===== src/rtl/serial_subtractor.sv =====
// Bit-serial unsigned subtractor: one bit per clock, LSB first, result after WIDTH+1 cycles.
// Optional signed-overflow flag and port enabled by defining SERIAL_SUB_OVF_EN.
module serial_subtractor #(
    parameter int WIDTH = 32
) (
    input  logic             clk,
    input  logic             rst_n,
    input  logic             start,
    input  logic [WIDTH-1:0] a,
    input  logic [WIDTH-1:0] b,
    output logic             busy,
    output logic             done,
    output logic [WIDTH-1:0] diff,
    output logic             bout,
    output logic             zero
`ifdef SERIAL_SUB_OVF_EN
    ,
    output logic             ovf
`endif
);

    localparam int CW = $clog2(WIDTH);

    typedef enum logic [1:0] {
        S_IDLE,
        S_SHIFT,
        S_DONE
    } state_t;

    state_t           state;
    logic [WIDTH-1:0] a_reg;
    logic [WIDTH-1:0] b_reg;
    logic [CW-1:0]    cnt;
    logic             borrow;

    logic             ai;
    logic             bi;
    logic             d_bit;
    logic             br_next;
    logic             last_bit;
    logic [WIDTH-1:0] diff_shift;

    // Operand registers shift right, so the bit under work is always bit 0.
    assign ai         = a_reg[0];
    assign bi         = b_reg[0];
    assign d_bit      = ai ^ bi ^ borrow;
    assign br_next    = (~ai & bi) | (~(ai ^ bi) & borrow);
    assign last_bit   = (cnt == CW'(WIDTH - 1));
    assign diff_shift = {d_bit, diff[WIDTH-1:1]};

`ifdef SERIAL_SUB_OVF_EN
    logic a_msb;
    logic b_msb;
`endif

    always_ff @(posedge clk or negedge rst_n) begin
        if (!rst_n) begin
            state  <= S_IDLE;
            a_reg  <= '0;
            b_reg  <= '0;
            cnt    <= '0;
            borrow <= 1'b0;
            busy   <= 1'b0;
            done   <= 1'b0;
            diff   <= '0;
            bout   <= 1'b0;
            zero   <= 1'b0;
`ifdef SERIAL_SUB_OVF_EN
            ovf    <= 1'b0;
            a_msb  <= 1'b0;
            b_msb  <= 1'b0;
`endif
        end else begin
            case (state)
                S_IDLE: begin
                    done <= 1'b0;
                    if (start) begin
                        a_reg  <= a;
                        b_reg  <= b;
                        borrow <= 1'b0;
                        cnt    <= '0;
                        diff   <= '0;
                        bout   <= 1'b0;
                        zero   <= 1'b0;
`ifdef SERIAL_SUB_OVF_EN
                        ovf    <= 1'b0;
                        a_msb  <= a[WIDTH-1];
                        b_msb  <= b[WIDTH-1];
`endif
                        busy   <= 1'b1;
                        state  <= S_SHIFT;
                    end
                end
                S_SHIFT: begin
                    a_reg  <= a_reg >> 1;
                    b_reg  <= b_reg >> 1;
                    borrow <= br_next;
                    diff   <= diff_shift;
                    if (last_bit) begin
                        // Flags are taken from the completed word so they line up with done.
                        bout  <= br_next;
                        zero  <= (diff_shift == '0);
`ifdef SERIAL_SUB_OVF_EN
                        ovf   <= (a_msb != b_msb) && (diff_shift[WIDTH-1] != a_msb);
`endif
                        busy  <= 1'b0;
                        done  <= 1'b1;
                        state <= S_DONE;
                    end else begin
                        cnt <= cnt + 1'b1;
                    end
                end
                S_DONE: begin
                    done  <= 1'b0;
                    state <= S_IDLE;
                end
                default: begin
                    busy  <= 1'b0;
                    done  <= 1'b0;
                    state <= S_IDLE;
                end
            endcase
        end
    end

endmodule


===== config.mk =====
export PLATFORM = sky130hd
export DESIGN_NAME = serial_subtractor
export DESIGN_NICKNAME = d
export VERILOG_FILES = /design/src/rtl/serial_subtractor.sv
export SDC_FILE = /design/constraint.sdc
export NUM_CORES = 1
export LEC_CHECK = 0
export CORE_MARGIN = 5
export CORE_UTILIZATION = 48
export CTS_BUF_LIST = sky130_fd_sc_hd__clkbuf_8
export DETAILED_ROUTE_END_ITERATION = 12
export PLACE_DENSITY_LB_ADDON = 0.15
export SYNTH_ARGS = -nofsm -noshare
export SYNTH_HDL_FRONTEND = slang
export SYNTH_SLANG_ARGS = --single-unit
export TNS_END_PERCENT = 20

===== constraint.sdc =====
create_clock -name clk -period 2.1 [get_ports clk]
set_clock_uncertainty 0.2 [all_clocks]
set_input_delay 0.42 -clock clk [delete_from_list [all_inputs] [get_ports clk]]
set_output_delay 0.42 -clock clk [all_outputs]
set_load 0.02 [all_outputs]

# Word-level counts from Yosys, hierarchy flattened
# Cells that the tools add are included.
# Widths: inputs -> output; s select.
classes:
  div_mod_pow: 0
  n_mux: 23
  n_addsub: 1
  n_shift: 0
  order_cmp: 0
  multipliers: 0
  reduce_logical: 8
  eq_ne: 6
  bitwise_logic: 8
op_table:
  columns: ["operator", "count"]
  rows:
  - ["$pmux 32 s2", 3]
  - ["$mux 32", 3]
  - ["$logic_not 32->1", 1]
  - ["$mux 5", 2]
  - ["$pmux 5 s2", 1]
  - ["$reduce_and 3->1", 3]
  - ["$mux 1", 7]
  - ["$ne 2x2->1 const B", 3]
  - ["$pmux 1 s2", 3]
  - ["$add 5x1->5 const B", 1]
  - ["$eq 5x5->1 const B", 1]
  - ["$mux 2", 2]
  - ["$pmux 2 s2", 1]
  - ["$reduce_and 2->1", 2]
  - ["$not 1->1", 3]
  - ["$pmux 1 s3", 1]
  - ["$and 1x1->1", 2]
  - ["$eq 2x1->1 const B", 1]
  - ["$eq 2x2->1 const B", 1]
  - ["$logic_not 2->1", 1]
  - ["$reduce_bool 2->1", 1]
  - ["$xor 1x1->1", 2]
  - ["$or 1x1->1", 1]
totals:
  memories: 0
  wordCells: 56
  ff_bits: 108
  input_bits: 67
  latchBits: 0
  out_inout_bits: 36
  rom_bits: 0
  ramBits: 0

# Logic depth before layout (Yosys ltp)
# Gate-level depths: netlist of the first run.
logic_depth:
  ltp_word: 6
  depth_mapped: 7
  depth_no_buf: 6

# Worst setup path before layout of the first run
# OpenSTA, ideal clock, no wires.
synth_timing:
  path_type: "reg2reg"
  start: "register cnt[0]"
  end: "register cnt[3]"
  synth_period_minus_slack_ns: 2.032
  stages_incl_launch_ff: 8
  path_buffers: 1
  setup_ns: 0.121
  t_arrival_ns: 1.711
  setup_slack_ns: 0.068
  t_required_ns: 1.779
  cell_sequence: "dfrtp_1 > ha_1 > and3_1 > ha_1 > clkbuf_1 > nand4b_1 > mux2_2 > a22o_1"
synth_via:
  elab_chain_len: 3
  word_cells_on_any_way: 6
  classes_between: "1 x add/sub; 2 x eq/ne; 2 x mux; 1 x reduce/logical"
synth_lines:
  columns: ["item", "line_no", "rtl"]
  rows:
  - ["start, declared", "33", "logic [CW-1:0] cnt;"]
  - ["start signal, assigned", "110", "cnt <= cnt + 1'b1;"]
  - ["$add 5x1->5 / $eq 5x5->1 (equally long branches)", "110, 48", null]
  - ["$mux 5 / $ne 2x2->1 (equally long branches)", null, null]
  - ["$pmux 5 s2 / $reduce_and 3->1 (equally long branches)", null, null]
# Parallel ways exist; a longest one is shown, timed or not. The select of a mux whose other input is x is not followed.
# A chain may end at the register's enable or synchronous reset.

# Worst setup path after layout of the first run
layout_timing:
  start: "register diff[11]"
  end: "output diff[11]"
layout_rtl:
  columns: ["item", "line_no", "rtl"]
  rows:
  - ["start, declared", "13", "output logic [WIDTH-1:0] diff,"]
  - ["start signal, assigned", "98", "diff <= diff_shift;"]
# No word-level cell between the ends.

==> insert_results.sql, run 1 <==
INSERT INTO impl_metrics (metric_group, metric, value, unit) VALUES
('run_status', 'outcome', 'complete, no violations', ''),
('die', 'placeableCoreArea', '0.00977', 'sq mm'),
('setup_path', 'critical-path-slowest-cell', 'sky130_fd_sc_hd__clkdlybuf4s50_1', ''),
('sta', 'final.setup.tns', '0', 'ns'),
('power_and_ir_drop', 'p_per_area', '1330', 'mW/mm^2'),
('power_and_ir_drop', 'clkPwrFrac', '17.3', '%'),
('drt', 'drc', '0', ''),
('drt', 'wl_per_cell', '14.9', 'um'),
('drt', 'dr_vias', '3372', ''),
('power_and_ir_drop', 'power_total', '8.29', 'mW'),
('drt', 'route.antenna.remaining_nets', '0', ''),
('drt', 'drt_first_pass_iters', '4', ''),
('clock_network', 'cts_max_level', '3', ''),
('min_path', 'hold_path.class', 'register to register', ''),
('drt', 'drt_first_iter_violations', '147', ''),
('synthesis', 'synth_area', '0.00481', 'sq mm'),
('finish', 'antenna-diode-count', '0', ''),
('die', 'die_y', '110', 'um'),
('finish', 'mostFrequentLayoutCell', 'sky130_fd_sc_hd__dfrtp_1', ''),
('power_and_ir_drop', 'power_frac_seq', '44.3', '%'),
('synthesis', 'main_flop_type_after_synthesis', 'sky130_fd_sc_hd__dfrtp_1', ''),
('power_and_ir_drop', 'intPower', '5.38', 'mW'),
('sta', 'min_period', '2.04', 'ns'),
('die', 'ioPinCount', '103', ''),
('setup_path', 'worst-r2r-cell-count', '6', ''),
('synthesis', 'ys_async_sr_fraction', '100', '%'),
('setup_path', 'crit_path_cell_trace', 'clkdlybuf4s50_1', ''),
('synthesis', 'synthesis.instances', '413', ''),
('finish', 'finish.cell_count_without_fillers', '649', ''),
('sta', 'worst_pin_slew', '0.416', 'ns'),
('clock_network', 'cts_inserted_buffers', '9', ''),
('setup_path', 'timing.critical_path.to_type', 'output port', ''),
('min_path', 'holdCritStartpoint', 'a_reg[29]', ''),
('placement', 'placed_cells', '632', ''),
('setup_path', 'crit_buf_inv', '1', ''),
('setup_path', 'reg2reg_from', 'cnt[0]', ''),
('global_route', 'grt.overflow.total', '0', ''),
('placement', 'port_buffer_count', '102', ''),
('finish', 'share_of_cells_above_drive_strength_1', '7.17', '%'),
('clock_network', 'cts.path.max_buffers', '2', ''),
('power_and_ir_drop', 'power.share.switching', '35.1', '%'),
('global_route', 'grt_start_max_net_pins', '44', ''),
('clock_network', 'worst_skew_pair.late_latency', '0.37', 'ns'),
('clock_network', 'tritoncts', 'yes', ''),
('finish', 'mostFrequentLayoutCells', 'sky130_fd_sc_hd__dfrtp_1, sky130_fd_sc_hd__clkdlybuf4s50_1, sky130_fd_sc_hd__nand2_1', ''),
('run', 'max_cap_violations', '0', ''),
('global_route', 'first_global_vias', '3261', ''),
('global_route', 'globalRouteTotalUtil', '16.4', '%'),
('die', 'die_w', '110', 'um'),
('sta', 'setup_repair_after_global_routing_missed_its_margin', 'false', ''),
('die', 'start_util', '49.2', '%'),
('synthesis', 'synth_area_per_cell', '11.6', 'sq um'),
('global_route', 'antenna_found_initial', '0', ''),
('setup_path', 'critical-path-top-delay-family', 'buffers and inverters', ''),
('drt', 'wl', '9690', 'um'),
('global_route', 'global_route_wire_length_before_repair', '15800', 'um'),
('setup_path', 'worst-endpoint-arrival', '1.42', 'ns'),
('clock_network', 'cts-root-buf', 'sky130_fd_sc_hd__clkbuf_8', ''),
('power_and_ir_drop', 'ir_worst_vdd', '0.000703', 'V'),
('placement', 'gp_congestion', '0.736', ''),
('placement', 'dpl.hpwl', '6910', 'um'),
('synthesis', 'seq_area_frac_synth', '56.2', '%'),
('sta', 'maxClockFrequency', '491', 'MHz'),
('sta', 'max-slew-margin-rel', '72.3', '%'),
('sta', 'fin_worst_hold_slack', '0.291', 'ns'),
('setup_path', 'criticalPathCategory', 'register to output port', ''),
('min_path', 'whs_endpoint', 'a_reg[29]', ''),
('power_and_ir_drop', 'switchingPower', '2.91', 'mW'),
('synthesis', 'synth-warning-count', '0', ''),
('min_path', 'worst_hold_path_stage_count', '2', ''),
('sta', 'setup-violations-final', '0', '');
-- routing by layer --
metal	GRT usage (%)	wire length, um	up-vias
li1	-	-	1655
met2	25.0	4500	68
met4	3.83	86	0
met3	4.60	519	7
met1	23.5	4590	1642
met5	0	0	-
-- synthesized netlist by cell type, drive strengths merged (2+ instances only) --
cell type	n	area, sq um
clkbuf	8	30.0
nor4	7	43.8
nand4	2	12.5
mux2i	64	641
inv	8	30.0
buf	23	239
o22ai	2	12.5
a22o	37	324
nor2	2	7.51
nand2b	3	18.8
ha	2	25.0
dfrtp	108	2700
o21ai	65	325
nand3b	2	15.0
nand2	67	251
a21oi	3	18.8
-- layout make-up --
class,instances,area (sq um)
clock buffers,10,138
clock inverters,6,93.8
fillers,812,3550
inverters,8,30.0
multi-input cells,266,1810
flip-flops and latches,108,2700
well taps,133,166
repair buffers,118,1290
-- worst max path at each step --
stage | endpoint | cells after the start | start
floorplan | cnt[3] | 7 | cnt[0]
global placement | b_reg[1] | 5 | start
detailed placement | b_reg[24] | 6 | start
CTS | diff[23] | 1 | diff[23]
global route | diff[30] | 1 | diff[30]
finish | diff[11] | 1 | diff[11]
-- through the flow --
step / worst slack [ns] / utilization (%) / instance area [sq um]
floorplan: 0.0681 / - / 4810
global placement: 0.127 / 60.9 / 5950
detailed placement: 0.0879 / 60.9 / 5950
CTS: 0.00491 / 63.3 / 6190
global route: 0.00334 / 63.7 / 6220
finish: 0.0639 / 63.7 / 6220
-- power by group through the flow --
stage	clock (mW)	sequential (mW)	combinational, mW
final	1.43	3.67	3.19
after global routing	1.55	3.81	3.50
after CTS	1.47	3.68	3.26
after detailed placement	0	3.72	3.26
after global placement	0	3.68	3.18
after floorplan	0	3.89	1.89
-- timing repair --
action	in CTS	in global routing
hold buffers	1	0
setup endpoints to repair	0	15
resized for setup	0	14
hold endpoints to repair	26	0
-- cell families (layout without fill, tap and decap cells) --
kind of cell / after synthesis / count (layout) / synth area share, %
buffers and inverters: 39 / 142 / 6.22
adder cells (fa/ha/maj): 3 / 3 / 0.937
AND/OR/NAND/NOR: 88 / 88 / 8.20
AO/OA/AOI/OAI: 110 / 110 / 14.9
multiplexers: 65 / 65 / 13.6
flip-flops: 108 / 108 / 56.2
-- worst min-delay path: cells and delay by family, from the launching register on --
family          cells  cell delay, ns
flops               1            0.35
simple gates        1            0.05
compound gates      1            0.06
Power figures use the tool's default switching activity.
==> run 2: changes to the inputs <==
--- a/config.mk
+++ b/config.mk
@@ -6,7 +6,7 @@
 export NUM_CORES = 1
 export LEC_CHECK = 0
 export CORE_MARGIN = 5
-export CORE_UTILIZATION = 48
+export CORE_UTILIZATION = 53
 export CTS_BUF_LIST = sky130_fd_sc_hd__clkbuf_8
 export DETAILED_ROUTE_END_ITERATION = 12
 export PLACE_DENSITY_LB_ADDON = 0.15
==> constraint.sdc (replaced) <==
create_clock -name clk -period 2.6 [get_ports clk]
set_clock_uncertainty 0.2 [all_clocks]
set_input_delay 0.52 -clock clk [delete_from_list [all_inputs] [get_ports clk]]
set_output_delay 0.52 -clock clk [all_outputs]
set_load 0.02 [all_outputs]
==> insert_results.sql, run 2 (synthesis gave the netlist of run 1 again) <==
INSERT INTO impl_metrics (metric_group, metric, value, unit) VALUES
('drt', 'drt_first_iter_violations', '85', ''),
('run', 'max_cap_violations', '0', ''),
('setup_path', 'critical-path-top-delay-family', 'buffers and inverters', ''),
('min_path', 'worst_hold_path_stage_count', '2', ''),
('drt', 'route.antenna.remaining_nets', '0', ''),
('global_route', 'grt_start_max_net_pins', '113', ''),
('sta', 'setup-violations-final', '0', ''),
('sta', 'final.setup.tns', '0', 'ns'),
('sta', 'timing.final.crit_share', '83.7', '%'),
('run_status', 'outcome', 'complete, no violations', ''),
('placement', 'port_buffer_count', '102', ''),
('finish', 'mostFrequentLayoutCell', 'sky130_fd_sc_hd__dfrtp_1', ''),
('drt', 'met3_wirelength', '489', 'um'),
('die', 'start_util', '54.9', '%'),
('setup_path', 'cp-start-kind', 'register', ''),
('sta', 'final_critical_path_setup_slack', '0.423', 'ns'),
('setup_path', 'criticalPathCategory', 'register to output port', ''),
('clock_network', 'ctsResizeCount', '0', ''),
('sta', 'min_period', '2.18', 'ns'),
('finish', 'share_of_cells_above_drive_strength_1', '5.50', '%'),
('setup_path', 'max_stage_delay', '0.64', 'ns'),
('global_route', 'grt.overflow.total', '0', ''),
('power_and_ir_drop', 'p_leak', '2.89', 'nW'),
('drt', 'wl', '9760', 'um'),
('drt', 'dr_vias', '3361', ''),
('clock_network', 'tritoncts', 'yes', ''),
('placement', 'gp_congestion', '0.775', ''),
('sta', 'finalHoldViolCount', '0', ''),
('drt', 'drc', '0', ''),
('die', 'rows', '34', ''),
('setup_path', 'crit_buf_inv', '1', ''),
('drt', 'wl_per_cell', '15.8', 'um'),
('clock_network', 'worst_skew_pair.late_latency', '0.37', 'ns'),
('clock_network', 'cts_max_level', '3', ''),
('min_path', 'hold_path.class', 'register to register', ''),
('clock_network', 'cts-root-buf', 'sky130_fd_sc_hd__clkbuf_8', ''),
('setup_path', 'worstPathMaxFanout', '4', ''),
('setup_path', 'critPathRequiredTime', '1.88', 'ns'),
('sta', 'max-slew-margin-rel', '64.5', '%'),
('clock_network', 'clk_pin_slew_worst_paths', '0.11', 'ns'),
('die', 'placeableCoreArea', '0.00876', 'sq mm'),
('global_route', 'antenna_found_initial', '0', ''),
('drt', 'met1Wirelength', '4550', 'um'),
('clock_network', 'cts.path.max_buffers', '2', ''),
('global_route', 'global_route_wire_length_before_repair', '16600', 'um'),
('setup_path', 'worst-endpoint-arrival', '1.46', 'ns'),
('die', 'die_area', '0.0111', 'sq mm'),
('drt', 'top_layer', 'met4', ''),
('drt', 'drt_first_pass_iters', '5', ''),
('setup_path', 'worst-r2r-cell-count', '6', ''),
('power_and_ir_drop', 'p_per_area', '1080', 'mW/mm^2'),
('die', 'die_w', '105', 'um'),
('placement', 'dp_worst_setup_slack', '0.435', 'ns'),
('clock_network', 'clock_sink_count', '108', ''),
('global_route', 'first_global_vias', '3471', ''),
('sta', 'slew_viol_final', '0', ''),
('die', 'ioPinCount', '103', ''),
('finish', 'antenna-diode-count', '0', ''),
('finish', 'syn2layout_area_growth', '24.3', '%'),
('die', 'die_y', '105', 'um'),
('placement', 'dpl.hpwl', '6810', 'um'),
('clock_network', 'cts_inserted_buffers', '9', ''),
('setup_path', 'crit_path_cell_trace', 'clkdlybuf4s50_1', ''),
('finish', 'num-fill-cells', '682', ''),
('setup_path', 'timing.critical_path.to_type', 'output port', ''),
('drt', 'wl_met2', '4640', 'um'),
('setup_path', 'critical-path-slowest-cell', 'sky130_fd_sc_hd__clkdlybuf4s50_1', ''),
('global_route', 'globalRouteTotalUtil', '17.8', '%'),
('drt', 'drt-vias-per-instance', '5.45', ''),
('finish', 'mostFrequentLayoutCells', 'sky130_fd_sc_hd__dfrtp_1, sky130_fd_sc_hd__clkdlybuf4s50_1, sky130_fd_sc_hd__nand2_1', ''),
('setup_path', 'critical_path_cell_count', '1', ''),
('sta', 'setup_repair_after_global_routing_missed_its_margin', 'false', ''),
('sta', 'worst_pin_slew', '0.532', 'ns'),
('power_and_ir_drop', 'ir_worst_vdd', '0.000463', 'V'),
('finish', 'fin_nets', '574', ''),
('sta', 'maxClockFrequency', '459', 'MHz');
-- run 2: per-stage QoR --
stage | area [sq um] | hold slack, ns | cells | total power, mW | util (%)
final | 5970 | 0.293 | 617 | 6.44 | 68.2
after global routing | 5970 | 0.315 | 617 | 6.90 | 68.2
after CTS | 5970 | 0.298 | 617 | 6.52 | 68.2
after detailed placement | 5790 | 0.226 | 600 | 5.59 | 66.1
after global placement | 5790 | 0.219 | 600 | 5.46 | 66.1
after floorplan | 4810 | 0.0244 | 413 | 4.67 | -
-- run 2: area by class of cell --
| type | instances | area, sq um | share of cell area [%] |
|---|---|---|---|
| clock inverters | 7 | 50.0 | 0.838 |
| inverters | 8 | 30.0 | 0.503 |
| well taps | 108 | 135 | 2.26 |
| multi-input cells | 266 | 1810 | 30.2 |
| repair buffers | 111 | 1130 | 18.9 |
| clock buffers | 9 | 124 | 2.07 |
| flip-flops and latches | 108 | 2700 | 45.2 |
-- run 2: per-layer routing --
metal | up-vias | global-route usage [%]
met1 | 1630 | 25.0
met2 | 74 | 28.1
li1 | 1651 | -
met4 | 0 | 4.66
met3 | 6 | 4.28
met5 | - | 0
-- run 2: where the power goes --
group          switching [mW]  internal, mW  leakage [nW]
Clock                   0.577         0.353        0.0874
Sequential              0.557          2.42          1.37
Combinational            1.22          1.31          1.44
Total                    2.36          4.08          2.89
-- run 2: repair_timing --
action,CTS,global route
endpoints found under the hold margin,19,0
hold buffers,1,0
setup buffers,0,0
-- run 2: worst paths after layout --
check / endpoint / slack, ns / startpoint
min in group asynchronous: diff[27] / 0.36 / rst_n
setup reg to reg: cnt[3] / 0.50 / cnt[0]
hold / removal: a_reg[2] / 0.29 / a_reg[2]
max in group asynchronous: b_reg[8] / 1.00 / rst_n
setup / recovery: diff[23] / 0.42 / diff[23]
hold reg to reg: a_reg[2] / 0.29 / a_reg[2]
==> run 3: changes to the inputs <==
--- a/config.mk
+++ b/config.mk
@@ -6,7 +6,7 @@
 export NUM_CORES = 1
 export LEC_CHECK = 0
 export CORE_MARGIN = 5
-export CORE_UTILIZATION = 53
+export CORE_UTILIZATION = 48
 export CTS_BUF_LIST = sky130_fd_sc_hd__clkbuf_8
 export DETAILED_ROUTE_END_ITERATION = 12
 export PLACE_DENSITY_LB_ADDON = 0.15
==> constraint.sdc (replaced) <==
create_clock -name clk -period 1.8 [get_ports clk]
set_clock_uncertainty 0.2 [all_clocks]
set_input_delay 0.36 -clock clk [delete_from_list [all_inputs] [get_ports clk]]
set_output_delay 0.36 -clock clk [all_outputs]
set_load 0.02 [all_outputs]
==> insert_results.sql, run 3 (synthesis gave the netlist of run 1 again) <==
INSERT INTO impl_metrics (metric_group, metric, value, unit) VALUES
('run_status', 'outcome', 'finished with violations', ''),
('die', 'placeableCoreArea', '0.00977', 'sq mm'),
('sta', 'maxClockFrequency', '523', 'MHz'),
('setup_path', 'max_stage_delay', '0.40', 'ns'),
('finish', 'mostFrequentLayoutCells', 'sky130_fd_sc_hd__dfrtp_1, sky130_fd_sc_hd__nand2_1, sky130_fd_sc_hd__clkdlybuf4s50_1', ''),
('finish', 'fin_nets', '599', ''),
('setup_path', 'reg2reg_from', 'cnt[0]', ''),
('sta', 'min_period', '1.91', 'ns'),
('run_status', 'violations_in_the_final_reports', 'negative setup slack', ''),
('setup_path', 'worst-r2r-cell-count', '6', ''),
('placement', 'port_buffer_count', '102', ''),
('sta', 'final_critical_path_setup_slack', '-0.114', 'ns'),
('finish', 'antenna-diode-count', '0', ''),
('run', 'max_cap_violations', '0', ''),
('clock_network', 'worst_skew_pair.late_latency', '0.37', 'ns'),
('drt', 'drt_first_pass_iters', '6', ''),
('setup_path', 'worst_r2r_endpoint', 'cnt[3]', ''),
('global_route', 'first_global_vias', '3606', ''),
('finish', 'syn2layout_area_growth', '31.5', '%'),
('sta', 'worst_pin_slew', '0.387', 'ns'),
('setup_path', 'criticalPathCategory', 'register to register', ''),
('setup_path', 'cp-start-kind', 'register', ''),
('drt', 'route.antenna.remaining_nets', '0', ''),
('drt', 'drt_first_iter_violations', '136', ''),
('global_route', 'grt_start_max_net_pins', '48', ''),
('finish', 'share_of_cells_above_drive_strength_1', '11.0', '%'),
('global_route', 'fraction_of_met1_tracks_used_by_global_routing', '23.4', '%'),
('clock_network', 'cts.path.max_buffers', '2', ''),
('die', 'die_w', '110', 'um'),
('power_and_ir_drop', 'ir_worst_vdd', '0.000710', 'V'),
('clock_network', 'tritoncts', 'yes', ''),
('die', 'die_area', '0.0121', 'sq mm'),
('placement', 'dpl.hpwl', '7390', 'um'),
('drt', 'drc', '0', ''),
('global_route', 'globalRouteTotalUtil', '17.5', '%'),
('global_route', 'global_route_wire_length_before_repair', '16900', 'um'),
('clock_network', 'cts_max_level', '3', ''),
('clock_network', 'cts_inserted_buffers', '9', ''),
('clock_network', 'cts-root-buf', 'sky130_fd_sc_hd__clkbuf_8', ''),
('setup_path', 'worstPathMaxFanout', '4', ''),
('drt', 'wl_per_cell', '15.2', 'um'),
('die', 'start_util', '49.2', '%'),
('global_route', 'grt.overflow.total', '0', ''),
('placement', 'dp_worst_setup_slack', '-0.129', 'ns'),
('setup_path', 'regToRegSetupSlack', '-0.11', 'ns'),
('global_route', 'groute.layer.met2.usage', '28.6', '%'),
('global_route', 'groute.layer.met3.usage', '4.89', '%'),
('setup_path', 'critPathRequiredTime', '1.86', 'ns'),
('die', 'rows', '36', ''),
('sta', 'finalHoldViolCount', '0', ''),
('power_and_ir_drop', 'p_per_area', '1520', 'mW/mm^2'),
('finish', 'summed_area_of_non_filler_cells_in_the_final_layout', '0.00632', 'sq mm'),
('sta', 'timing.final.crit_share', '106', '%'),
('die', 'ioPinCount', '103', ''),
('drt', 'wl', '10100', 'um'),
('clock_network', 'clock_sink_count', '108', ''),
('drt', 'drt-vias-per-instance', '5.20', ''),
('die', 'die_y', '110', 'um'),
('sta', 'setup_repair_after_global_routing_missed_its_margin', 'true', ''),
('setup_path', 'timing.critical_path.to_type', 'register', ''),
('finish', 'mostFrequentLayoutCell', 'sky130_fd_sc_hd__dfrtp_1', ''),
('setup_path', 'worst-endpoint-arrival', '1.97', 'ns'),
('setup_path', 'crit_path_cell_trace', 'ha_2 > and3_4 > ha_4 > nand4b_1 > mux2_4 > a22o_1', ''),
('min_path', 'hold_path.class', 'primary input to async pin', ''),
('power_and_ir_drop', 'p_leak', '3.20', 'nW'),
('drt', 'dr_vias', '3468', ''),
('global_route', 'antenna_found_initial', '0', ''),
('sta', 'setup-violations-final', '1', ''),
('clock_network', 'clk_pin_slew_worst_paths', '0.11', 'ns'),
('sta', 'max-slew-margin-rel', '74.2', '%'),
('global_route', 'grt-busiest-layer', 'met2', ''),
('setup_path', 'critical-path-slowest-cell', 'sky130_fd_sc_hd__dfrtp_1', ''),
('sta', 'slew_viol_final', '0', ''),
('placement', 'gp_congestion', '0.754', ''),
('placement', 'detailed_place.area', '0.00610', 'sq mm');
run 3: cell count changes in the layout (fill, tap and decap cells not counted), sizes merged:
cell           delta
buf              +25
dlygate4sd2      +36
clkdlybuf4s50    -36
clkinvlp          +1
clkinv            -2
bufinv            +1
run 3: what timing repair did:
item | in CTS | in global routing
setup endpoints to repair | 42 | 6
hold endpoints to repair | 25 | 0
cloned | 0 | 0
hold buffers | 1 | 0
setup buffers | 0 | 1
pin swaps | 1 | 1
resized for setup | 39 | 4
run 3: worst max-delay path by stage:
stage	start	endpoint	depth (start not counted)
after global routing	cnt[0]	cnt[3]	6
after detailed placement	start	b_reg[31]	4
after global placement	start	a_reg[31]	4
after CTS	cnt[1]	cnt[3]	6
final	cnt[0]	cnt[3]	6
after floorplan	cnt[0]	cnt[3]	7
run 3: metal layers:
metal	routed length, um	part of all wire [%]
met5	0	0
met4	96	0.95
met3	569	5.6
met2	4830	48
met1	4630	46
run 3: metrics by stage:
| step | hold WS (ns) | util [%] | power [mW] | setup TNS [ns] | cells |
|---|---|---|---|---|---|
| finish | 0.265 | 64.7 | 9.61 | -0.114 | 667 |
| global route | 0.273 | 64.7 | 10.3 | -0.423 | 667 |
| CTS | 0.258 | 64.4 | 9.69 | -0.102 | 666 |
| detailed placement | 0.110 | 62.4 | 8.36 | -6.18 | 649 |
| global placement | 0.108 | 62.4 | 8.17 | -4.07 | 649 |
| floorplan | -0.136 | - | 6.75 | -0.218 | 413 |
run 3: critical path, delay by kind of cell, from the launching register on:
kind | cells | cell delay, ns
compound gates | 1 | 0.17
fa+ha+maj | 2 | 0.35
flops | 1 | 0.40
mux | 1 | 0.32
simple gates | 2 | 0.37
run 3: cell type report:
| class | instances | area (sq um) |
|---|---|---|
| Tap cell | 133 | 166 |
| Fill cell | 835 | 3450 |
| Clock buffer | 9 | 124 |
| Timing Repair Buffer | 136 | 1370 |
| Clock inverter | 7 | 83.8 |
| Sequential cell | 108 | 2700 |
| Multi-Input combinational cell | 266 | 1850 |
| Inverter | 8 | 30.0 |
run 3: report_power, final:
group          switching [mW]  leakage [nW]  internal (mW)  total, mW
registers               0.775          1.37           3.50       4.27
clock network           0.869        0.0959          0.668       1.54
logic                    1.86          1.73           1.93       3.80
total                    3.51          3.20           6.10       9.61
